<file path="config.mk">
export PLATFORM = sky130hd
export DESIGN_NAME = ternary_popacc_seq
export DESIGN_NICKNAME = d
export VERILOG_FILES = /design/src/rtl/ternary_popacc_pkg.sv /design/src/rtl/ternary_popacc_seq_popcount_exact.sv /design/src/rtl/ternary_popacc_seq.sv
export SDC_FILE = /design/constraint.sdc
export NUM_CORES = 1
export LEC_CHECK = 0
export CAP_MARGIN = 20
export CORE_MARGIN = 2
export CORE_UTILIZATION = 48
export DETAILED_ROUTE_END_ITERATION = 7
export PLACE_DENSITY = 0.85
export SETUP_SLACK_MARGIN = 0.02
export SYNTH_ARGS = -nofsm -noshare
export SYNTH_HDL_FRONTEND = slang
export SYNTH_SLANG_ARGS = --single-unit
export TNS_END_PERCENT = 5
</file>
<file path="constraint.sdc">
create_clock -name clk -period 5.6 [get_ports clk]
set_input_delay 1.12 -clock clk [delete_from_list [all_inputs] [get_ports clk]]
set_output_delay 1.12 -clock clk [all_outputs]
set_load 0.02 [all_outputs]
</file>
<file path="src/rtl/ternary_popacc_pkg.sv">
// Shared types, mode encodings and width helpers for the ternary popcount accumulator.
package ternary_popacc_pkg;

    typedef enum logic [1:0] {
        ACCUM = 2'd0,
        DRAIN = 2'd1,
        HOLD  = 2'd2
    } state_e;

    localparam logic MODE_SIGNED = 1'b0;
    localparam logic MODE_POS    = 1'b1;

    // Bits needed to hold a popcount of 0..width.
    function automatic int pc_width(input int width);
        return $clog2(width + 1);
    endfunction

    // Signed accumulator width covering -(width*beats) .. +(width*beats).
    function automatic int acc_width(input int width, input int beats);
        return $clog2(width * beats + 1) + 1;
    endfunction

    // Beat counter width; kept at least one bit so a single-beat build stays legal.
    function automatic int bc_width(input int beats);
        return (beats <= 1) ? 1 : $clog2(beats);
    endfunction

endpackage

</file>
<file path="src/rtl/ternary_popacc_seq_popcount_exact.sv">
// Exact combinational popcount built as a balanced adder tree by recursive halving.
// Same shape as the approximate popcount cores (WIDTH in, PC_W out) so either can be dropped in.
module popcount_exact
    import ternary_popacc_pkg::*;
#(
    parameter  int WIDTH = 24,
    localparam int PC_W  = pc_width(WIDTH)
) (
    input  logic [WIDTH-1:0] vec,
    output logic [PC_W-1:0]  count
);

    generate
        if (WIDTH == 1) begin : g_leaf
            assign count = vec;
        end else begin : g_node
            localparam int LO_W    = WIDTH / 2;
            localparam int HI_W    = WIDTH - LO_W;
            localparam int LO_PC_W = pc_width(LO_W);
            localparam int HI_PC_W = pc_width(HI_W);

            logic [LO_PC_W-1:0] lo_count_s;
            logic [HI_PC_W-1:0] hi_count_s;

            popcount_exact #(.WIDTH(LO_W)) u_lo (
                .vec   (vec[LO_W-1:0]),
                .count (lo_count_s)
            );

            popcount_exact #(.WIDTH(HI_W)) u_hi (
                .vec   (vec[WIDTH-1:LO_W]),
                .count (hi_count_s)
            );

            assign count = PC_W'(lo_count_s) + PC_W'(hi_count_s);
        end
    endgenerate

endmodule

</file>
<file path="src/rtl/ternary_popacc_seq.sv">
// Sequential ternary neuron: per-beat (pos - neg) popcounts accumulated over a frame
// of up to BEATS beats, compared against a per-frame threshold latched on the first beat.
module ternary_popacc_seq
    import ternary_popacc_pkg::*;
#(
    parameter  int WIDTH = 24,
    parameter  int BEATS = 4,
    parameter  int THR_W = 8,
    localparam int PC_W  = pc_width(WIDTH),
    localparam int ACC_W = acc_width(WIDTH, BEATS),
    localparam int BC_W  = bc_width(BEATS)
) (
    input  logic                    clk,
    input  logic                    rst_n,
    input  logic                    in_valid,
    output logic                    in_ready,
    input  logic [WIDTH-1:0]        in_pos,
    input  logic [WIDTH-1:0]        in_neg,
    input  logic                    in_last,
    input  logic                    cfg_mode,
    input  logic signed [THR_W-1:0] cfg_thr,
    output logic                    out_valid,
    input  logic                    out_ready,
    output logic signed [ACC_W-1:0] out_sum,
    output logic                    out_fire,
    output logic                    out_trunc
);

    state_e                  state_r;
    state_e                  state_nxt_s;
    logic [BC_W-1:0]         cnt_r;
    logic                    mode_r;
    logic signed [THR_W-1:0] thr_r;
    logic [PC_W-1:0]         pc_pos_r;
    logic [PC_W-1:0]         pc_neg_r;
    logic                    s1_valid_r;
    logic                    s1_last_r;
    logic                    trunc_r;
    logic signed [ACC_W-1:0] acc_r;

    logic                    accept_s;
    logic                    first_s;
    logic                    at_cap_s;
    logic                    last_s;
    logic                    trunc_s;
    logic                    mode_s;
    logic [WIDTH-1:0]        pos_eff_s;
    logic [WIDTH-1:0]        neg_eff_s;
    logic [PC_W-1:0]         pc_pos_s;
    logic [PC_W-1:0]         pc_neg_s;
    logic signed [ACC_W-1:0] diff_s;
    logic signed [ACC_W-1:0] sum_s;
    logic signed [THR_W-1:0] sum_ext_s;

    assign accept_s = in_valid && (state_r == ACCUM);
    assign first_s  = (cnt_r == '0);
    assign at_cap_s = (cnt_r == BC_W'(BEATS - 1));
    assign last_s   = in_last || at_cap_s;
    assign trunc_s  = at_cap_s && !in_last;

    // The first beat of a frame is conditioned with the live mode; later beats use the latched one.
    always_comb begin
        mode_s    = mode_r;
        pos_eff_s = '0;
        neg_eff_s = '0;
        if (first_s) begin
            mode_s = cfg_mode;
        end else begin
            mode_s = mode_r;
        end
        if (mode_s == MODE_POS) begin
            pos_eff_s = in_pos;
            neg_eff_s = '0;
        end else begin
            pos_eff_s = in_pos & ~in_neg;
            neg_eff_s = in_neg & ~in_pos;
        end
    end

    popcount_exact #(.WIDTH(WIDTH)) u_pc_pos (
        .vec   (pos_eff_s),
        .count (pc_pos_s)
    );

    popcount_exact #(.WIDTH(WIDTH)) u_pc_neg (
        .vec   (neg_eff_s),
        .count (pc_neg_s)
    );

    // Stage-2 arithmetic: zero-extended popcounts subtracted in the signed accumulator width.
    always_comb begin
        diff_s    = $signed({{(ACC_W-PC_W){1'b0}}, pc_pos_r}) - $signed({{(ACC_W-PC_W){1'b0}}, pc_neg_r});
        sum_s     = acc_r + diff_s;
        sum_ext_s = THR_W'(sum_s);
    end

    // FSM state register.
    always_ff @(posedge clk or negedge rst_n) begin
        if (!rst_n) begin
            state_r <= ACCUM;
        end else begin
            state_r <= state_nxt_s;
        end
    end

    // FSM next-state: a last beat sends us through one drain cycle into the result hold.
    always_comb begin
        state_nxt_s = state_r;
        case (state_r)
            ACCUM: begin
                if (accept_s && last_s) begin
                    state_nxt_s = DRAIN;
                end else begin
                    state_nxt_s = ACCUM;
                end
            end
            DRAIN: begin
                state_nxt_s = HOLD;
            end
            HOLD: begin
                if (out_ready) begin
                    state_nxt_s = ACCUM;
                end else begin
                    state_nxt_s = HOLD;
                end
            end
            default: begin
                state_nxt_s = ACCUM;
            end
        endcase
    end

    // FSM outputs: beats are only taken while accumulating and never during reset.
    always_comb begin
        in_ready = 1'b0;
        if (rst_n && (state_r == ACCUM)) begin
            in_ready = 1'b1;
        end else begin
            in_ready = 1'b0;
        end
    end

    // Stage 1: capture popcounts, frame-end flags, beat count and first-beat configuration.
    always_ff @(posedge clk or negedge rst_n) begin
        if (!rst_n) begin
            cnt_r      <= '0;
            mode_r     <= MODE_SIGNED;
            thr_r      <= '0;
            pc_pos_r   <= '0;
            pc_neg_r   <= '0;
            s1_valid_r <= 1'b0;
            s1_last_r  <= 1'b0;
            trunc_r    <= 1'b0;
        end else if (accept_s) begin
            pc_pos_r   <= pc_pos_s;
            pc_neg_r   <= pc_neg_s;
            s1_valid_r <= 1'b1;
            s1_last_r  <= last_s;
            trunc_r    <= trunc_s;
            if (last_s) begin
                cnt_r <= '0;
            end else begin
                cnt_r <= cnt_r + BC_W'(1);
            end
            if (first_s) begin
                mode_r <= cfg_mode;
                thr_r  <= cfg_thr;
            end
        end else begin
            s1_valid_r <= 1'b0;
        end
    end

    // Stage 2: accumulate, or on the frame's last beat publish the result and restart the sum.
    always_ff @(posedge clk or negedge rst_n) begin
        if (!rst_n) begin
            acc_r     <= '0;
            out_sum   <= '0;
            out_fire  <= 1'b0;
            out_trunc <= 1'b0;
            out_valid <= 1'b0;
        end else if (s1_valid_r && s1_last_r) begin
            out_sum   <= sum_s;
            out_fire  <= (sum_ext_s >= thr_r);
            out_trunc <= trunc_r;
            out_valid <= 1'b1;
            acc_r     <= '0;
        end else begin
            if (s1_valid_r) begin
                acc_r <= sum_s;
            end
            if (out_valid && out_ready) begin
                out_valid <= 1'b0;
            end
        end
    end

endmodule

</file>
# Word-level counts from Yosys, hierarchy flattened
# Cells that the tools add are included.
# W data, S select, Z words.
op_classes:
  muxes: 13
  n_eq_ne: 3
  add_sub_neg: 49
  n_bitwise: 4
  magnitude_cmp: 1
  n_reduce_logical: 13
ops:
  columns: ["cell", "n"]
  rows:
  - ["$and A24 B24 Y24", 2]
  - ["$mux W24", 2]
  - ["$not A24 Y24", 2]
  - ["$add A1 B1 Y2", 16]
  - ["$add A1 B2 Y2", 16]
  - ["$add A2 B2 Y3", 8]
  - ["$add A3 B3 Y4", 4]
  - ["$mux W8", 2]
  - ["$add A4 B4 Y5", 2]
  - ["$add A8 B6 Y8", 1]
  - ["$ge A8 B8 Y1", 1]
  - ["$logic_and A1 B1 Y1", 6]
  - ["$mux W1", 6]
  - ["$pmux W2 S3", 1]
  - ["$sub A5 B5 Y6", 1]
  - ["$eq A2 B2 Y1 const B", 2]
  - ["$logic_not A2 Y1", 2]
  - ["$mux W2", 2]
  - ["$reduce_bool A2 Y1", 2]
  - ["$add A2 B1 Y2 const B", 1]
  - ["$eq A2 B1 Y1 const B", 1]
  - ["$reduce_and A2 Y1", 1]
  - ["$logic_not A1 Y1", 1]
  - ["$logic_or A1 B1 Y1", 1]
word_totals:
  out_inout_bits: 12
  register_bits: 45
  wordCells: 97
  input_bits: 62

# Longest topological paths before layout
# Gate-level depths: netlist of the first run.
logic_depth:
  word_depth: 8
  mapped_depth: 20
  ltp_nobuf: 19

# Cells and area by module
# From an unflattened synthesis of the first run, not the netlist that was laid out.
unflattened:
  cells_unflattened: 547
  area_unflattened_um2: 4712.0
by_module_without_submodules:
  columns: ["mod", "instances", "area_each_um2", "cells_per_inst", "seq_area_each_um2"]
  rows:
  - ["ternary_popacc_seq", 1, 2747.6, 315, 1126.1]
  - ["popcount_exact at u_pc_neg.g_node.u_hi.g_node.u_hi ...", 8, 51.3, 7, 0.0]
  - ["popcount_exact at u_pc_neg.g_node.u_hi ...", 4, 95.1, 12, 0.0]
  - ["popcount_exact at u_pc_neg.g_node.u_hi.g_node.u_hi.g_node.u_hi.g_node.u_hi.g_node.u_hi ...", 48, 7.5, 1, 0.0]
  - ["popcount_exact at u_pc_neg.g_node.u_hi.g_node.u_hi.g_node.u_hi ...", 16, 21.3, 2, 0.0]
  - ["popcount_exact at u_pc_neg ...", 2, 136.4, 16, 0.0]
  - ["popcount_exact at u_pc_neg.g_node.u_hi.g_node.u_hi.g_node.u_hi.g_node.u_hi ...", 16, 12.5, 1, 0.0]

# Least setup slack after synthesis of the first run
# No wires, ideal clock.
synth_path:
  path_type: "input -> register"
  start: "input port cfg_mode"
  end: "register pc_neg_r[4]"
  path_stages: 16
  path_slack_ns: -0.181
  setup_time_ns: 0.132
  n_path_buf: 1
  t_arrival_ns: 5.649
  t_required_ns: 5.468
  cell_sequence: "mux2i_1 > clkbuf_1 > nand3b_1 > fa_1 > fa_1 > inv_1 > fa_1 > inv_1 > fa_1 > inv_1 > fa_1 > ha_1 > fa_1 > a21o_1 > a211oi_1 > a21oi_1"
synth_via:
  elab_chain_cells: 7
  elab_cells_between_ends: 25
  cone_classes: "23 x add/sub; 2 x mux"
synth_rtl:
  columns: ["item", "line_no", "rtl"]
  rows:
  - ["from (decl)", "ternary_popacc_seq.sv:20", "input logic cfg_mode,"]
  - ["$mux W1 (*)", null, null]
  - ["$mux W24 (*)", "ternary_popacc_seq.sv:71", "if (mode_s == MODE_POS) begin"]
  - ["$add A1 B1 Y2", "ternary_popacc_seq_popcount_exact.sv:35", "assign count = PC_W'(lo_count_s) + PC_W'(hi_count_s);"]
  - ["$add A1 B2 Y2", "ternary_popacc_seq_popcount_exact.sv:35", null]
  - ["$add A2 B2 Y3", "ternary_popacc_seq_popcount_exact.sv:35", null]
  - ["$add A3 B3 Y4", "ternary_popacc_seq_popcount_exact.sv:35", null]
  - ["$add A4 B4 Y5 (*)", "ternary_popacc_seq_popcount_exact.sv:35", null]
  - ["to (signal assigned)", "ternary_popacc_seq.sv:156", "pc_neg_r <= pc_neg_s;"]
  - ["to (decl)", "ternary_popacc_seq.sv:35", "logic [PC_W-1:0] pc_neg_r;"]
# Mark *: on every way between the ends. The rest lies on a longest branch, timed or not.
# A chain may end at the register's enable or synchronous reset.

# Final worst setup path of the first run
# Ends and elaborated chain as after synthesis.

==> results of run 1 <==
-- kinds of logic (layout without fill, tap and decap cells) --
logic type / after synthesis / count (layout) / synth area share [%]
AOI/OAI and AO/OA: 83 / 83 / 14.1
xor gates and xnor gates: 10 / 10 / 2.29
adders and majority gates: 71 / 71 / 30.3
buffers and inverters: 88 / 170 / 8.66
DFF: 45 / 45 / 29.4
muxes: 4 / 4 / 1.14
and+or+nand+nor: 116 / 116 / 14.1
-- repair_timing --
item,4_1_cts,5_1_grt
pin swaps,2,0
setup buffers,2,0
cloned,1,0
gates resized for setup,12,2
endpoints found under the setup margin,6,1
hold buffers,0,0
-- metrics by stage --
step           hold WS, ps  utilization (%)  setup WS, ps  cell area, um2  TNS [ps]
6_report               477             63.5           182            4910         0
5_1_grt                504             63.5          23.3            4910         0
3_5_place_dp           465             61.3          -438            4740     -2730
3_3_place_gp           451             61.3          -301            4740     -1830
4_1_cts                484             63.5           174            4910         0
2_1_floorplan          435                -           113            3840         0
-- worst paths after layout --
kind | startpoint | endpoint | cells after the start
setup / recovery | cfg_mode | pc_neg_r[4]$_DFFE_PN0P_ | 18
hold / removal | trunc_r$_DFFE_PN0P_ | trunc_r$_DFFE_PN0P_ | 2
setup reg to reg | cnt_r[0]$_DFFE_PN0P_ | pc_neg_r[4]$_DFFE_PN0P_ | 19
hold reg to reg | trunc_r$_DFFE_PN0P_ | trunc_r$_DFFE_PN0P_ | 2
max in group asynchronous | rst_n | pc_neg_r[0]$_DFFE_PN0P_ | 2
min in group asynchronous | rst_n | thr_r[5]$_DFFE_PN0P_ | 2
-- layout by cell type, fill, tap and decap left out, types with 2 or more instances in the layout --
cell / synthesis / routed
a21boi_0: 13 / 7
a21boi_1: 0 / 6
and2_1: 5 / 5
nand3b_1: 14 / 14
o21a_1: 2 / 2
nand2_1: 58 / 58
inv_1: 78 / 78
dfrtp_1: 45 / 45
o22ai_1: 4 / 4
buf_4: 0 / 9
a21o_1: 8 / 8
clkdlybuf4s50_1: 0 / 71
nand2b_1: 2 / 2
a21oi_1: 8 / 7
o32ai_1: 2 / 2
o31ai_1: 4 / 4
fa_2: 0 / 2
o21ai_0: 30 / 29
fa_1: 36 / 34
or2_2: 2 / 2
mux2_2: 3 / 3
a211oi_2: 1 / 2
nor2b_1: 5 / 5
ha_1: 35 / 34
a21oi_2: 1 / 2
o21ai_1: 1 / 2
xor2_1: 7 / 7
nor2_1: 24 / 24
clkbuf_8: 0 / 5
buf_12: 0 / 2
xnor2_1: 3 / 3
-- worst max-delay path, stage by stage --
cell,delay [ps]
dlygate4sd2_1,250
mux2i_4,210
buf_12,150
buf_16,110
nand3b_1,100
fa_1,490
fa_1,540
inv_1,50
fa_1,490
inv_1,50
fa_1,470
inv_1,50
fa_1,470
ha_2,200
fa_2,340
a21o_1,200
a211oi_2,210
a21oi_1,60
-- sequential cells by signal (all words and copies together) (netlist names) --
name / count
acc_r: 8
out_sum: 8
thr_r: 8
pc_neg_r: 5
pc_pos_r: 5
cnt_r: 2
state_r: 2
mode_r: 1
out_fire: 1
out_trunc: 1
out_valid: 1
s1_last_r: 1
s1_valid_r: 1
trunc_r: 1
-- area by class of cell --
class	count	area, um2	area share [%]
inverter	78	293	5.96
clock buffer	5	68.8	1.40
sequential	45	1130	22.9
tap	102	128	2.60
timing repair buffer	85	860	17.5
multi-input combinational	284	2400	48.9
clock inverter	2	35.0	0.714
-- metal layers --
layer,GRT usage (%),vias up,wire [um]
met5,0,-,0
met4,4.53,0,91
met3,2.98,10,259
met2,32.5,52,4040
met1,24.8,1451,3370
li1,-,1506,-
==> impl_metrics.env, run 1 <==
export IMPL_relSlewSlack_pct=60.3
export IMPL_avgSynthCellArea_um2=9.18
export IMPL_drt_wl_total_um=7770
export IMPL_port_buffers=73
export IMPL_area_delta_synth_final_pct=28.2
export IMPL_ctsLongestPathBuffers=2
export IMPL_core_area_mm2=0.00773
export IMPL_rows=32
export IMPL_syn_nets=550
export IMPL_ys_warn_count=0
export IMPL_grt_pass1_vias=3063
export IMPL_crit_type="primary input to register"
export IMPL_crit_arrival_ps=5580
export IMPL_drive_gt1_share_pct=7.41
export IMPL_synth_cells=417
export IMPL_yosys_area_top_type="dfrtp_1"
export IMPL_diodes=0
export IMPL_clk_pin_slew_ps=80
export IMPL_synth_seq_cells=45
export IMPL_dp_hpwl_um=6470
export IMPL_first_pass_iters=4
export IMPL_worst_setup_path_end_kind="register"
export IMPL_dp_cells=591
export IMPL_grt_ovfl_total=0
export IMPL_wl_per_cell_um=12.9
export IMPL_grt_pass1_wl_um=13200
export IMPL_synth_edf_count=0
export IMPL_setup_violations=0
export IMPL_layout_cells_non_filler=601
export IMPL_cts_root_buf="clkbuf_8"
export IMPL_cts_htree_levels=2
export IMPL_die_h_um=93.3
export IMPL_via_count=3019
export IMPL_vias_per_cell=5.02
export IMPL_holdCritPathClass="register to register"
export IMPL_netlist_top_cells_count="inv_1, nand2_1, dfrtp_1"
export IMPL_critPathRequiredTime_ps=5760
export IMPL_drt_first_iter_violations=117
export IMPL_worstMarginPinSlew_ps=595
export IMPL_synth_top_cells_by_area="dfrtp_1, fa_1, ha_1"
export IMPL_grt_start_max_net_pins=47
export IMPL_final_max_slew_viol_count=0
export IMPL_clock_fmax_mhz=185
export IMPL_maxCapViolCount=0
export IMPL_drc=0
export IMPL_async_reset_ff_share_pct=100
export IMPL_synth_seq_area_share_pct=29.4
export IMPL_nFillCells=590
export IMPL_clock_sinks=45
export IMPL_rsz0062_at_grt="no"
export IMPL_hold_violations=0
export IMPL_ant_nets=0
export IMPL_numCtsBuffers=5
export IMPL_worstSkewPairLatency_ps=300
export IMPL_reg2reg_slack_ps=390
export IMPL_outcome="completed"
export IMPL_yosysMostFrequentCell="inv_1"
export IMPL_layout_nets=632
export IMPL_io_pins=74
export IMPL_initial_core_util_pct=49.5
export IMPL_path_max_fanout=11
export IMPL_cts_tree="done"
export IMPL_antenna_found_initial=0
export IMPL_fin_skew_ps=6.52
export IMPL_min_period_over_period_pct=96.8
export IMPL_grtUsageTotal_pct=18.8
export IMPL_synth_main_ff_cell="dfrtp_1"
export IMPL_dieWidth_um=93.3
export IMPL_start_kind="primary input"
export IMPL_dieArea_mm2=0.00871
export IMPL_synth_cell_types=43
export IMPL_place_congestion=0.838
export IMPL_fin_crit_ps=5420
export IMPL_mappedNetlistArea_mm2=0.00383
export IMPL_netlist_area_leader_share_pct=29.4
Power of run 1 is left out: the tool's default activity adds up to more than one toggle a clock period on the data nets, which glitch-free logic cannot reach.
==> inputs of run 2 (changes only) <==
==> constraint.sdc (replaced) <==
create_clock -name clk -period 4.4 [get_ports clk]
set_input_delay 0.88 -clock clk [delete_from_list [all_inputs] [get_ports clk]]
set_output_delay 0.88 -clock clk [all_outputs]
set_load 0.02 [all_outputs]
==> run 2 against run 1 <==
Net effect:
- the run now ends with negative setup slack left
- critical endpoint unchanged
- count of clock-buffer cells in the layout increased by 2
- clock skew increased by 1.2 ps
- register-to-register slack got worse by 1000 ps
==> impl_metrics.env, run 2 (same netlist as run 1, synthesis figures left out) <==
export IMPL_ctsLongestPathBuffers=2
export IMPL_drc=0
export IMPL_path_max_fanout=6
export IMPL_start_kind="register"
export IMPL_io_pins=74
export IMPL_vias_per_cell=5.05
export IMPL_dieArea_mm2=0.00871
export IMPL_mostFrequentLayoutCell="inv_1"
export IMPL_wl_per_cell_um=13.7
export IMPL_hold_violations=0
export IMPL_grt_start_max_net_pins=46
export IMPL_dp_slack_ps=-1300
export IMPL_reg_largest_list="acc_r (8), out_sum (8), thr_r (8)"
export IMPL_cts_htree_levels=2
export IMPL_antenna_found_initial=0
export IMPL_final_max_slew_viol_count=0
export IMPL_ant_nets=0
export IMPL_dieWidth_um=93.3
export IMPL_drt_first_iter_violations=119
export IMPL_fin_tns_setup_ps=-4340
export IMPL_dpl_cell_area_mm2=0.00478
export IMPL_port_buffers=73
export IMPL_crit_type="register to register"
export IMPL_diodes=0
export IMPL_maxCapViolCount=0
export IMPL_setup_violations=10
export IMPL_worst_setup_path_end_kind="register"
export IMPL_via_count=3080
export IMPL_numCtsBuffers=5
export IMPL_relSlewSlack_pct=60.3
export IMPL_fin_area_mm2=0.00504
export IMPL_cts_tree="done"
export IMPL_setup_ws_ps=-633
export IMPL_worstMarginPinSlew_ps=594
export IMPL_worstSkewPairLatency_ps=310
export IMPL_clock_fmax_mhz=199
export IMPL_fin_crit_ps=5030
export IMPL_crit_arrival_ps=5210
export IMPL_final_cell_mix="inv_1, clkdlybuf4s50_1, nand2_1"
export IMPL_area_delta_synth_final_pct=31.7
export IMPL_drt_wl_total_um=8380
export IMPL_nFillCells=569
export IMPL_core_area_mm2=0.00773
export IMPL_fin_skew_ps=7.70
export IMPL_clk_pin_slew_ps=80
export IMPL_violations="negative setup slack"
export IMPL_grtUsageTotal_pct=20.3
export IMPL_min_period_over_period_pct=114
export IMPL_holdCritPathClass="register to register"
export IMPL_rows=32
export IMPL_grt_pass1_wl_um=14100
export IMPL_die_h_um=93.3
export IMPL_grt_pass1_vias=3236
export IMPL_rsz0062_at_grt="yes"
export IMPL_cts_root_buf="clkbuf_8"
export IMPL_hold_buffers=0
export IMPL_drive_gt1_share_pct=12.0
export IMPL_critPathRequiredTime_ps=4570
export IMPL_grt_ovfl_total=0
export IMPL_clock_sinks=45
export IMPL_dp_hpwl_um=6590
export IMPL_post_route_util_pct=65.2
export IMPL_layout_nets=640
export IMPL_outcome="finished with violations"
export IMPL_place_congestion=0.818
export IMPL_initial_core_util_pct=49.5
export IMPL_first_pass_iters=4
-- run 2: repair_timing --
action                                  4_1_cts  5_1_grt
resized for setup                            32        5
buffers inserted                              5        0
endpoints found under the setup margin       10       10
pin swaps                                    17        1
gates cloned                                  2        0
-- run 2: critical path: stages, from the launching register on --
cell      delay (ps)
dfrtp_1          400
inv_2             80
ha_4             160
mux2i_4          310
buf_6            150
buf_16           100
nand3b_1         100
fa_1             540
inv_1             60
fa_2             530
inv_1             50
fa_1             470
fa_1             500
inv_1             60
fa_1             430
ha_2             200
fa_2             350
a21o_1           170
a211oi_2         170
a21oi_1           60
-- run 2: final timing paths --
check                                      from                       to  slack [ps]  cells past startpoint
min                         trunc_r$_DFFE_PN0P_      trunc_r$_DFFE_PN0P_         480                      2
max in group asynchronous                 rst_n     acc_r[7]$_DFFE_PN0P_        3290                      2
min in group asynchronous                 rst_n     thr_r[6]$_DFFE_PN0P_         700                      2
max                        cnt_r[0]$_DFFE_PN0P_  pc_neg_r[4]$_DFFE_PN0P_        -630                     19
min reg2reg                 trunc_r$_DFFE_PN0P_      trunc_r$_DFFE_PN0P_         480                      2
max reg2reg                cnt_r[0]$_DFFE_PN0P_  pc_neg_r[4]$_DFFE_PN0P_        -630                     19
-- run 2: cell type report --
type	instances	area [um2]	area share, %
well taps	102	128	2.53
flip-flops and latches	45	1130	22.3
clock buffers	7	86.3	1.71
repair buffers	93	931	18.5
inverters	78	293	5.81
multi-input cells	284	2450	48.5
clock inverters	1	30.0	0.596
-- run 2: metal layers --
layer	GRT usage (%)	vias to the layer above	wire length (um)
met2	36.3	50	4530
met4	6.50	0	127
met1	25.3	1499	3520
li1	-	1517	-
met3	2.82	14	200
met5	0	-	0
-- run 2: through the flow --
step / std cells / hold WS (ps)
5_1_grt: 610 / 516
6_report: 610 / 481
3_5_place_dp: 595 / 465
3_3_place_gp: 595 / 460
4_1_cts: 610 / 484
2_1_floorplan: 417 / 435
Power of run 2 is left out for the same reason.
==> inputs of run 3 (changes only) <==
--- a/config.mk
+++ b/config.mk
@@ -10,7 +10,6 @@
 export CORE_UTILIZATION = 48
 export DETAILED_ROUTE_END_ITERATION = 7
 export PLACE_DENSITY = 0.85
-export SETUP_SLACK_MARGIN = 0.02
 export SYNTH_ARGS = -nofsm -noshare
 export SYNTH_HDL_FRONTEND = slang
 export SYNTH_SLANG_ARGS = --single-unit
==> results of run 3 <==
No change in the layout: final DEF, timing and power equal those of run 2.
Power of run 3 is left out for the same reason.
